==> src/rtl/lsu_pkg.sv <==
// lsu_pkg: shared definitions for the load/store access sequencer.
//   - Opcodes that select a memory operation (ILOAD, STYPE).
//   - Load-type and store-type encodings, plus decode helpers from func3.
//   - Access-size helpers (0 = byte, 1 = halfword, 2 = word).
//   - FSM state enum used by the sequencer and exported on its debug port.
package lsu_pkg;

  localparam logic [6:0] OPCODE_ILOAD = 7'b0000011;
  localparam logic [6:0] OPCODE_STYPE = 7'b0100011;

  typedef enum logic [2:0] {
    LT_LB   = 3'b000,
    LT_LH   = 3'b001,
    LT_LW   = 3'b010,
    LT_LBU  = 3'b011,
    LT_LHU  = 3'b100,
    LT_NONE = 3'b111
  } load_type_e;

  typedef enum logic [1:0] {
    ST_SB   = 2'b00,
    ST_SH   = 2'b01,
    ST_SW   = 2'b10,
    ST_NONE = 2'b11
  } store_type_e;

  typedef enum logic [1:0] {
    S_IDLE = 2'd0,
    S_ACC0 = 2'd1,
    S_ACC1 = 2'd2,
    S_RESP = 2'd3
  } lsu_state_e;

  function automatic load_type_e decode_load(input logic [2:0] func3);
    case (func3)
      3'b000:  return LT_LB;
      3'b001:  return LT_LH;
      3'b010:  return LT_LW;
      3'b100:  return LT_LBU;
      3'b101:  return LT_LHU;
      default: return LT_NONE;
    endcase
  endfunction

  function automatic store_type_e decode_store(input logic [2:0] func3);
    case (func3)
      3'b000:  return ST_SB;
      3'b001:  return ST_SH;
      3'b010:  return ST_SW;
      default: return ST_NONE;
    endcase
  endfunction

  function automatic logic [1:0] load_size(input load_type_e t);
    case (t)
      LT_LH, LT_LHU: return 2'd1;
      LT_LW:         return 2'd2;
      default:       return 2'd0;
    endcase
  endfunction

  function automatic logic [1:0] store_size(input store_type_e t);
    case (t)
      ST_SH:   return 2'd1;
      ST_SW:   return 2'd2;
      default: return 2'd0;
    endcase
  endfunction

  // An access is misaligned when its bytes straddle a word boundary.
  function automatic logic is_misaligned(input logic [1:0] size, input logic [1:0] off);
    return ((size == 2'd1) && (off == 2'd3)) || ((size == 2'd2) && (off != 2'd0));
  endfunction

endpackage

==> src/rtl/lsu_access_sequencer_if.sv <==
// lsu_access_sequencer_if: word-addressed req/ack data bus.
//   master (sequencer): drives bus_req, bus_we, bus_addr, bus_wdata, bus_be;
//                       samples bus_ack, bus_rdata.
//   slave  (memory):    the mirror image.
// bus_rdata is valid in the same cycle as bus_ack.
interface lsu_access_sequencer_if #(
  parameter int ADDR_W = 32
);
  logic              bus_req;
  logic              bus_we;
  logic [ADDR_W-1:0] bus_addr;
  logic [31:0]       bus_wdata;
  logic [3:0]        bus_be;
  logic              bus_ack;
  logic [31:0]       bus_rdata;

  modport master (
    output bus_req, bus_we, bus_addr, bus_wdata, bus_be,
    input  bus_ack, bus_rdata
  );

  modport slave (
    input  bus_req, bus_we, bus_addr, bus_wdata, bus_be,
    output bus_ack, bus_rdata
  );
endinterface

==> src/rtl/lsu_align.sv <==
// lsu_align: combinational lane logic for the sequencer.
//   size, off   : access size code and byte offset within the word
//   wdata       : right-aligned store data
//   rdata_lo/hi : first and second bus read words (hi = 0 when unsplit)
//   ld_type     : load type selecting the extension
//   mask        : 8-bit byte mask across two adjacent words
//   wdata_lanes : 64-bit lane-positioned store data across two words
//   load_data   : shifted and sign/zero-extended load result
module lsu_align
  import lsu_pkg::*;
(
  input  logic [1:0]  size,
  input  logic [1:0]  off,
  input  logic [31:0] wdata,
  input  logic [31:0] rdata_lo,
  input  logic [31:0] rdata_hi,
  input  load_type_e  ld_type,
  output logic [7:0]  mask,
  output logic [63:0] wdata_lanes,
  output logic [31:0] load_data
);

  logic [7:0]  size_mask;
  logic [31:0] rd;

  always_comb begin
    size_mask = 8'h0F;
    case (size)
      2'd0:    size_mask = 8'h01;
      2'd1:    size_mask = 8'h03;
      default: size_mask = 8'h0F;
    endcase
  end

  assign mask        = size_mask << off;
  assign wdata_lanes = {32'd0, wdata} << {off, 3'b000};
  // Only the low word of the shifted pair is ever consumed.
  assign rd          = 32'({rdata_hi, rdata_lo} >> {off, 3'b000});

  always_comb begin
    load_data = 32'd0;
    case (ld_type)
      LT_LB:   load_data = {{24{rd[7]}}, rd[7:0]};
      LT_LH:   load_data = {{16{rd[15]}}, rd[15:0]};
      LT_LW:   load_data = rd;
      LT_LBU:  load_data = {24'd0, rd[7:0]};
      LT_LHU:  load_data = {16'd0, rd[15:0]};
      default: load_data = 32'd0;
    endcase
  end

endmodule

==> src/rtl/lsu_access_sequencer.sv <==
// lsu_access_sequencer: MEM-stage load/store sequencer.
// Decodes opcode/func3, issues word-aligned req/ack bus transactions with
// byte enables, and returns sign/zero-extended load data.
//
// Configuration macro: LSU_MISALIGN_EN
//   defined   : misaligned halfword/word accesses are split over two bus
//               transactions (ACC0 then ACC1); misalign_fault is constant 0.
//   undefined : misaligned accesses go straight to RESP with misalign_fault=1,
//               rsp_rdata=0 and no bus activity.
//
// Ports:
//   clk, rst        clock, synchronous active-high reset
//   req_*           MEM-stage request (valid/ready, opcode, func3, addr, wdata)
//   stall           pipeline hold while an access is outstanding
//   rsp_valid       one-cycle completion pulse with rsp_rdata / misalign_fault
//   bus             data bus (master side of lsu_access_sequencer_if)
//   dbg_state       current FSM state
//
// Handshake: a request is taken on a rising edge where req_valid && req_ready
// and the opcode/func3 decode to a memory op; req_ready is high only in IDLE
// outside reset. Non-memory requests are never taken and never stall. On the
// bus, bus_req and its addr/we/be/wdata stay stable until the edge on which
// bus_ack is sampled high; bus_rdata is captured on that same edge.
module lsu_access_sequencer
  import lsu_pkg::*;
#(
  parameter int ADDR_W = 32
) (
  input  logic                 clk,
  input  logic                 rst,
  input  logic                 req_valid,
  output logic                 req_ready,
  input  logic [6:0]           req_opcode,
  input  logic [2:0]           req_func3,
  input  logic [ADDR_W-1:0]    req_addr,
  input  logic [31:0]          req_wdata,
  output logic                 stall,
  output logic                 rsp_valid,
  output logic [31:0]          rsp_rdata,
  output logic                 misalign_fault,
  lsu_access_sequencer_if.master bus,
  output lsu_state_e           dbg_state
);

  // Request decode
  load_type_e  in_ld;
  store_type_e in_st;
  logic        in_is_load;
  logic        in_is_store;
  logic        in_mem_op;
  logic [1:0]  in_size;
  logic        accept;

  assign in_ld       = decode_load(req_func3);
  assign in_st       = decode_store(req_func3);
  assign in_is_load  = (req_opcode == OPCODE_ILOAD) && (in_ld != LT_NONE);
  assign in_is_store = (req_opcode == OPCODE_STYPE) && (in_st != ST_NONE);
  assign in_mem_op   = in_is_load || in_is_store;
  assign in_size     = in_is_store ? store_size(in_st) : load_size(in_ld);

  // Latched access
  lsu_state_e        state_q, state_d;
  logic              is_store_q;
  load_type_e        ld_type_q;
  logic [1:0]        size_q;
  logic [1:0]        off_q;
  logic [ADDR_W-1:0] addr_word_q;
  logic [31:0]       wdata_q;
  logic [31:0]       rsp_rdata_q;
`ifdef LSU_MISALIGN_EN
  logic [31:0]       rdata0_q;
`else
  logic              fault_q;
`endif

  // Lane logic
  logic [7:0]  mask;
  logic [63:0] wdata_lanes;
  logic [31:0] load_data;
  logic [31:0] al_rdata_lo;
  logic [31:0] al_rdata_hi;
  logic        phase1;
  logic        final_ack;

  // ACC1 is unreachable without split support, so phase1 folds to 0 there.
  assign phase1 = (state_q == S_ACC1);

`ifdef LSU_MISALIGN_EN
  assign al_rdata_lo = phase1 ? rdata0_q : bus.bus_rdata;
  assign al_rdata_hi = phase1 ? bus.bus_rdata : 32'd0;
`else
  assign al_rdata_lo = bus.bus_rdata;
  assign al_rdata_hi = 32'd0;
`endif

  lsu_align u_align (
    .size        (size_q),
    .off         (off_q),
    .wdata       (wdata_q),
    .rdata_lo    (al_rdata_lo),
    .rdata_hi    (al_rdata_hi),
    .ld_type     (ld_type_q),
    .mask        (mask),
    .wdata_lanes (wdata_lanes),
    .load_data   (load_data)
  );

  assign req_ready = (state_q == S_IDLE) && !rst;
  assign accept    = req_valid && req_ready && in_mem_op;
  assign stall     = (state_q != S_IDLE) || accept;
  assign rsp_valid = (state_q == S_RESP);
  assign rsp_rdata = rsp_rdata_q;
  assign dbg_state = state_q;

`ifdef LSU_MISALIGN_EN
  assign misalign_fault = 1'b0;
`else
  assign misalign_fault = fault_q && (state_q == S_RESP);
`endif

  // Next state and bus outputs
  always_comb begin
    state_d       = state_q;
    final_ack     = 1'b0;
    bus.bus_req   = 1'b0;
    bus.bus_we    = 1'b0;
    bus.bus_addr  = '0;
    bus.bus_be    = 4'd0;
    bus.bus_wdata = 32'd0;
    case (state_q)
      S_IDLE: begin
        if (accept) begin
`ifdef LSU_MISALIGN_EN
          state_d = S_ACC0;
`else
          state_d = is_misaligned(in_size, req_addr[1:0]) ? S_RESP : S_ACC0;
`endif
        end
      end
      S_ACC0, S_ACC1: begin
        bus.bus_req   = 1'b1;
        bus.bus_we    = is_store_q;
        bus.bus_addr  = phase1 ? (addr_word_q + ADDR_W'(4)) : addr_word_q;
        bus.bus_be    = phase1 ? mask[7:4] : mask[3:0];
        bus.bus_wdata = phase1 ? wdata_lanes[63:32] : wdata_lanes[31:0];
        if (bus.bus_ack) begin
`ifdef LSU_MISALIGN_EN
          // Any byte in the upper half of the mask means the access spills
          // into the next word.
          if ((state_q == S_ACC0) && (mask[7:4] != 4'd0)) begin
            state_d = S_ACC1;
          end else begin
            state_d   = S_RESP;
            final_ack = 1'b1;
          end
`else
          state_d   = S_RESP;
          final_ack = 1'b1;
`endif
        end
      end
      S_RESP:  state_d = S_IDLE;
      default: state_d = S_IDLE;
    endcase
  end

  always_ff @(posedge clk) begin
    if (rst) begin
      state_q <= S_IDLE;
    end else begin
      state_q <= state_d;
    end
  end

  always_ff @(posedge clk) begin
    if (rst) begin
      is_store_q  <= 1'b0;
      ld_type_q   <= LT_NONE;
      size_q      <= 2'd0;
      off_q       <= 2'd0;
      addr_word_q <= '0;
      wdata_q     <= 32'd0;
      rsp_rdata_q <= 32'd0;
`ifdef LSU_MISALIGN_EN
      rdata0_q    <= 32'd0;
`else
      fault_q     <= 1'b0;
`endif
    end else begin
      if (accept) begin
        is_store_q  <= in_is_store;
        ld_type_q   <= in_is_store ? LT_NONE : in_ld;
        size_q      <= in_size;
        off_q       <= req_addr[1:0];
        addr_word_q <= {req_addr[ADDR_W-1:2], 2'b00};
        wdata_q     <= req_wdata;
`ifndef LSU_MISALIGN_EN
        fault_q     <= is_misaligned(in_size, req_addr[1:0]);
`endif
      end
      // Response data lives only for the RESP cycle; stores and faults read 0.
      rsp_rdata_q <= (final_ack && !is_store_q) ? load_data : 32'd0;
`ifdef LSU_MISALIGN_EN
      if ((state_q == S_ACC0) && bus.bus_ack) begin
        rdata0_q <= bus.bus_rdata;
      end
`endif
    end
  end

endmodule

==> src/flat_wrapper.sv <==
// flat-port wrapper written by rule: the top's interface ports become plain ports
module lsu_access_sequencer_flat import lsu_pkg::*;
#(
  parameter int ADDR_W = 32
)
  (clk, rst, req_valid, req_ready, req_opcode, req_func3, req_addr, req_wdata, stall, rsp_valid, rsp_rdata, misalign_fault, dbg_state, bus_bus_req, bus_bus_we, bus_bus_addr, bus_bus_wdata, bus_bus_be, bus_bus_ack, bus_bus_rdata);
  lsu_access_sequencer_if #(.ADDR_W(ADDR_W)) bus_i ();
  input  logic clk;
  input  logic rst;
  input  logic req_valid;
  output logic req_ready;
  input  logic [6:0] req_opcode;
  input  logic [2:0] req_func3;
  input  logic [ADDR_W-1:0] req_addr;
  input  logic [31:0] req_wdata;
  output logic stall;
  output logic rsp_valid;
  output logic [31:0] rsp_rdata;
  output logic misalign_fault;
  output lsu_state_e dbg_state;
  output wire logic [$bits(bus_i.bus_req)-1:0] bus_bus_req;
  output wire logic [$bits(bus_i.bus_we)-1:0] bus_bus_we;
  output wire logic [$bits(bus_i.bus_addr)-1:0] bus_bus_addr;
  output wire logic [$bits(bus_i.bus_wdata)-1:0] bus_bus_wdata;
  output wire logic [$bits(bus_i.bus_be)-1:0] bus_bus_be;
  input wire logic [$bits(bus_i.bus_ack)-1:0] bus_bus_ack;
  input wire logic [$bits(bus_i.bus_rdata)-1:0] bus_bus_rdata;
  assign bus_bus_req = bus_i.bus_req;
  assign bus_bus_we = bus_i.bus_we;
  assign bus_bus_addr = bus_i.bus_addr;
  assign bus_bus_wdata = bus_i.bus_wdata;
  assign bus_bus_be = bus_i.bus_be;
  assign bus_i.bus_ack = bus_bus_ack;
  assign bus_i.bus_rdata = bus_bus_rdata;
  lsu_access_sequencer #(.ADDR_W(ADDR_W)) u_core (.clk(clk), .rst(rst), .req_valid(req_valid), .req_ready(req_ready), .req_opcode(req_opcode), .req_func3(req_func3), .req_addr(req_addr), .req_wdata(req_wdata), .stall(stall), .rsp_valid(rsp_valid), .rsp_rdata(rsp_rdata), .misalign_fault(misalign_fault), .bus(bus_i), .dbg_state(dbg_state));
endmodule
==> config.mk <==
export PLATFORM = sky130hd
export DESIGN_NAME = lsu_access_sequencer_flat
export DESIGN_NICKNAME = d
export VERILOG_FILES = /design/src/rtl/lsu_pkg.sv /design/src/rtl/lsu_access_sequencer_if.sv /design/src/rtl/lsu_align.sv /design/src/rtl/lsu_access_sequencer.sv /design/src/flat_wrapper.sv
export SDC_FILE = /design/constraint.sdc
export NUM_CORES = 1
export LEC_CHECK = 0
export CAP_MARGIN = 20
export CORE_ASPECT_RATIO = 0.9
export CORE_MARGIN = 5
export CORE_UTILIZATION = 40
export CTS_BUF_LIST = sky130_fd_sc_hd__clkbuf_16
export CTS_CLUSTER_DIAMETER = 60
export CTS_CLUSTER_SIZE = 14
export DETAILED_ROUTE_END_ITERATION = 12
export PLACE_DENSITY = 0.81
export REMOVE_ABC_BUFFERS = 1
export SYNTH_ARGS = -nofsm -noshare
export SYNTH_HDL_FRONTEND = slang
export SYNTH_HIERARCHICAL = 1
export SYNTH_SLANG_ARGS = --single-unit
==> constraint.sdc <==
create_clock -name clk -period 2.8 [get_ports clk]
set_input_delay 0.56 -clock clk [delete_from_list [all_inputs] [get_ports clk]]
set_output_delay 0.56 -clock clk [all_outputs]
set_load 0.03 [all_outputs]
* Word level (Yosys, flattened, before mapping) *
Index checks and enable logic that the tools add are counted.

operators by class
  add/sub/neg operators = 1
  multiply operators = 0
  divide/modulo/power cells = 0
  $lt $le $gt $ge = 0
  equality and inequality tests = 26
  shift-type cells = 3
  mux-type cells = 22
  bitwise logic cells = 1
  reductions and logical operators = 24

operators by type and width
  cell                   number
  $pmux 32 s5            1
  $mux 32                4
  $shl 32x5->64          1
  $add 32x3->32 const B  1
  $shr 32x5->32          1
  $pmux 3 s5             1
  $eq 3x2->1 const B     4
  $eq 3x3->1 const B     4
  $pmux 2 s3             2
  $eq 2x2->1 const B     5
  $eq 3x1->1 const B     3
  $logic_and 1x1->1      9
  $eq 2x1->1 const B     4
  $mux 2                 4
  $mux 4                 2
  $pmux 2 s2             2
  $pmux 4 s2             1
  $shl 4x2->8            1
  $eq 7x2->1 const B     1
  $eq 7x6->1 const B     1
  $logic_not 3->1        2
  $reduce_or 2->1        3
  $logic_not 2->1        2
  $mux 1                 4
  other kinds (9)        14

word-level totals
  flip-flop bits (word level) = 105
  latch bits = 0
  RAM bits = 0
  ROM bits = 0
  output and inout bits = 108
  logic and storage cells = 86
  memories kept = 0

* Depth between registers and ports, before layout *
  depth after elaboration = 12
  gate-level depth with buffers = 10
  gate-level depth less buffers = 7

* Hierarchy *
Netlist, hierarchy kept.

by module, submodules not included
  module                instances  cells each  area an instance (um^2)  sequential area each (um^2)
  lsu_access_sequencer  1          645         5181.2                   2102.0
  lsu_align             1          260         2084.5                   0.0

* Worst setup path after synthesis *
Ideal clock, no wire load.

  kind = register -> output
  start point = reg u_core.state_q[1], in the netlist u_core/dbg_state[1]
  end point = out bus_bus_addr[25]
  arrival time = 2.845 ns
  slack = -0.605 ns
  cell stages (with the launch flop) = 8
  path buffers = 3
  path through = dfxtp_1 ha_1 buf_2 and4_1 clkbuf_1 nand4_1 clkbuf_1 o41ai_1

on the way
  cells in the longest elaborated chain, start to end = 3
  elaborated cells on any way between the ends = 5
  those cells by class = 2 x eq/ne; 2 x mux; 1 x reduce/logical

RTL lines
  what                                        line                                                      text
  from (decl)                                 lsu_access_sequencer.sv:62                                lsu_state_e state_q, state_d;
  from (signal assigned)                      lsu_access_sequencer.sv:171                               state_q <= state_d;
  $eq 2x2->1 or $eq 2x1->1 (tied branches)    lsu_access_sequencer.sv:86, lsu_access_sequencer.sv:130
  $mux 32 or $reduce_or 2->1 (tied branches)  lsu_access_sequencer.sv:143, lsu_access_sequencer.sv:130
  $mux 32 *                                   lsu_access_sequencer.sv:130                               case (state_q)
  to (decl)                                   flat_wrapper.sv:23                                        output wire logic [$bits(bus_i.bus_addr)-1:0] bus_bus_addr;

Mark *: on every way between the ends. The rest lies on a longest branch, timed or not.

* Final worst setup path *
  start point = reg u_core.state_q[0], in the netlist u_core/dbg_state[0]
  end point = out bus_bus_addr[28]

Same word-level chain as after synthesis.

==> flow_summary.yaml <==
critical_path:
  crit_path_end: "bus_bus_addr[28]"
  crit_start: "u_core/dbg_state[0]"
  worstPathArrival_ns: 2.31
  required_ns: 2.24
  r2r_end: "u_core/rsp_rdata[26]"
  worstSetupEndpointType: "output port"
  cp-start-kind: "register"
  r2r-start: "u_core/off_q[1]"
  critPathMostFrequentCell: "or4_4"
  crit_chain: "inv_2 -> ha_4 -> nand4_4 -> or4_4 -> or4_4 -> a21oi_2 -> buf_4"
  cp_slowest_cell: "or4_4"
  r2r_slack_ns: 0.50
  critPathTopFamily: "simple AND/OR/NAND/NOR gates"
  cp.depth: 7
  crit_fanout: 7
  r2r_cells: 6
  slowest_delay_ns: 0.49
  worst-setup-path-type: "reg2out"
  cp_num_buf_inv: 2
logic_synthesis:
  syn_inst: 905
  synth-xor-area-share_pct: 1.33
  ys.flop_type: "dfxtp_1"
  synth_area_leader_cell: "dfxtp_1"
  yosysSeqAreaShare_pct: 28.9
  syn_area_mm2: 0.00727
  syn_avg_cell_area_um2: 8.03
  synth_compound_area_share_pct: 20.2
  ys_types: 65
  ys_seq_elements: 105
  synthAdderAreaFrac_pct: 0.861
  synth_warnings: 6
  ys_top_cells_by_count: "mux2i_1 (111), dfxtp_1 (105), o21ai_0 (95), a21oi_1 (85), nor2_1 (76)"
  synth_simple_gate_area_share_pct: 20.5
  synth_top_family_by_area: "simple AND/OR/NAND/NOR gates"
  yosysMostFrequentCell: "mux2i_1"
  ys_top_cells_by_area: "dfxtp_1 (29%), mux2i_1 (15%), o21ai_0 (6.5%), a21oi_1 (5.9%), nand3_1 (5.1%)"
  synth_top_area_share_pct: 28.9
  muxShareOfSynthArea_pct: 20.0
  synth_edf_count: 0
  synthArstFlopShare_pct: 0
sta:
  fin_crit_ns: 2.87
  hold_viol_final: 0
  drv_slew: 0
  slew_headroom_pct: 44.1
  setup_viol: 7
  period_share_pct: 102
  tns_ns: -0.248
  fin_worst_skew_ns: 0.00666
  setup_ws_ns: -0.0681
  worst_pin_slew_ns: 0.838
  max_freq_mhz: 349
  rsz0062_at_grt: "yes"
detailed_routing:
  drt_wl_total_mm: 25.2
  drtPass1Iterations: 7
  via_per_inst: 5.57
  postRouteAntennaNets: 0
  vias: 7721
  drcViolationCount: 0
  drt-initial-drc-count: 565
  wire_per_inst_um: 18.2
global_route:
  grt_most_used_layer: "met2"
  track_usage_pct: 22.4
  grt_pass1_wl_mm: 38.4
  antenna_found_initial: 1
  use_met2_pct: 38.3
  grt_use_met3_pct: 7.30
  grt_max_degree: 77
  use_met1_pct: 27.1
  grt_overflow: 0
  grt_pass1_vias: 7317
placed_design:
  dp.cells: 1354
  placed_cell_area_mm2: 0.00959
  place_ws_ns: 0.124
  place_congestion: 0.860
  hpwlAfterDp_mm: 17.2
  numPortBuffers: 215
hold_path:
  min_from: "u_core/wdata_q[11]"
  min_path_type: "reg2reg"
cells_and_area:
  area_growth_pct: 41.7
  antenna_cells: 0
  instances_no_fill: 1386
  drive_above_1_share_pct: 19.4
  fillers: 1624
  finalInstanceArea_mm2: 0.0103
  final_nets: 1256
clocking:
  clk_latency_ns: 0.36
  cts_root_buffer: "clkbuf_16"
  clk_pin_slew_ns: 0.07
  cts_made_buffers: 9
  cts_max_level: 3
  holdBufCountCts: 0
  cts.sinks: 105
  cts_max_path_buffers: 2
  cts_tree: "done"
floorplan:
  die_x_um: 152
  coreArea_mm2: 0.0177
  num_rows: 46
  start_util_pct: 41.0
  die_y_um: 138
  ios: 218
  dieArea_mm2: 0.0210
outcome:
  outcome: "finished with violations"
  violations: "setup timing"
power_and_ir_drop:
  peakVddDrop_v: 0.000402
  p_per_area_mw_per_mm2: 397
  p_leak_nw: 3.64
job:
  max-cap-violations: 0
kinds of logic after synthesis:
logic type,count (synthesis)
buffers and inverters,109
muxes,138
DFF,105
adders and majority gates,5
and+or+nand+nor,283
AOI/OAI and AO/OA,252
other,2
xor gates and xnor gates,11
metal layers:
layer  part of all wire [%]  routed length (µm)
met5                  0.028                   7
met3                    9.8                2470
met1                     41               10200
met4                    2.4                 616
met2                     47               11900
placed cells by master (no fill, tap or decap), drive strengths merged, types with 24 or more instances in the layout:
cell type / n
a21oi: 85
and2: 45
buf: 119
clkdlybuf4s50: 145
conb: 52
dfxtp: 105
mux2: 24
mux2i: 111
nand3: 74
nor2: 76
o21ai: 96
stage by stage:
stage / power (W) / utilization [%] / hold slack [ns]
after CTS: 0.00407 / 56.6 / 0.494
after global routing: 0.00424 / 58.1 / 0.526
after detailed placement: 0.00267 / 54.1 / 0.485
after floorplan: 0.00211 / - / 0.452
after global placement: 0.00267 / 54.1 / 0.473
final: 0.00409 / 58.1 / 0.495
tightest hold or removal path: stages, from the launching register on:
cell     delay (ns)
dfxtp_1        0.33
o21ai_0        0.07
a21oi_1        0.06
sequential cells by signal, indices dropped and copies added, names as in the netlist:
name	count
u_core/rsp_rdata	32
u_core/wdata_q	32
u_core/addr_word_q	30
u_core/ld_type_q	3
u_core/dbg_state	2
u_core/off_q	2
u_core/size_q	2
u_core/fault_q	1
u_core/is_store_q	1
cell type report:
class | instances | area [µm²] | area share (%)
clock buffers | 9 | 225 | 2.19
flip-flops and latches | 105 | 2130 | 20.7
multi-input cells | 743 | 5000 | 48.5
repair buffers | 267 | 2490 | 24.2
clock inverters | 7 | 93.8 | 0.911
well taps | 240 | 300 | 2.92
inverters | 15 | 56.3 | 0.547
how the worst min path moves through the flow:
stage	endpoint	slack, ns	depth (start not counted)
final	u_core/wdata_q[11]	0.49	2
after global routing	u_core/wdata_q[13]	0.53	2
after CTS	u_core/wdata_q[15]	0.49	2
after detailed placement	u_core/wdata_q[11]	0.48	2
after global placement	u_core/wdata_q[13]	0.47	2
after floorplan	u_core/addr_word_q[31]	0.45	2
where the power goes:
part	switching, W	total, W	internal [W]	leakage [nW]
clock	0.000599	0.00138	0.000785	0.159
combinational	0.000760	0.00120	0.000437	2.63
sequential	0.00000886	0.00151	0.00150	0.854
total	0.00137	0.00409	0.00272	3.64
what timing repair did:
action | 4_1_cts | 5_1_grt
gates resized for setup | 28 | 47
setup endpoints to repair | 39 | 20
buffers inserted | 4 | 11
pin swaps | 10 | 9
cloned | 1 | 1
No activity file was read; power rests on OpenSTA's default activity.
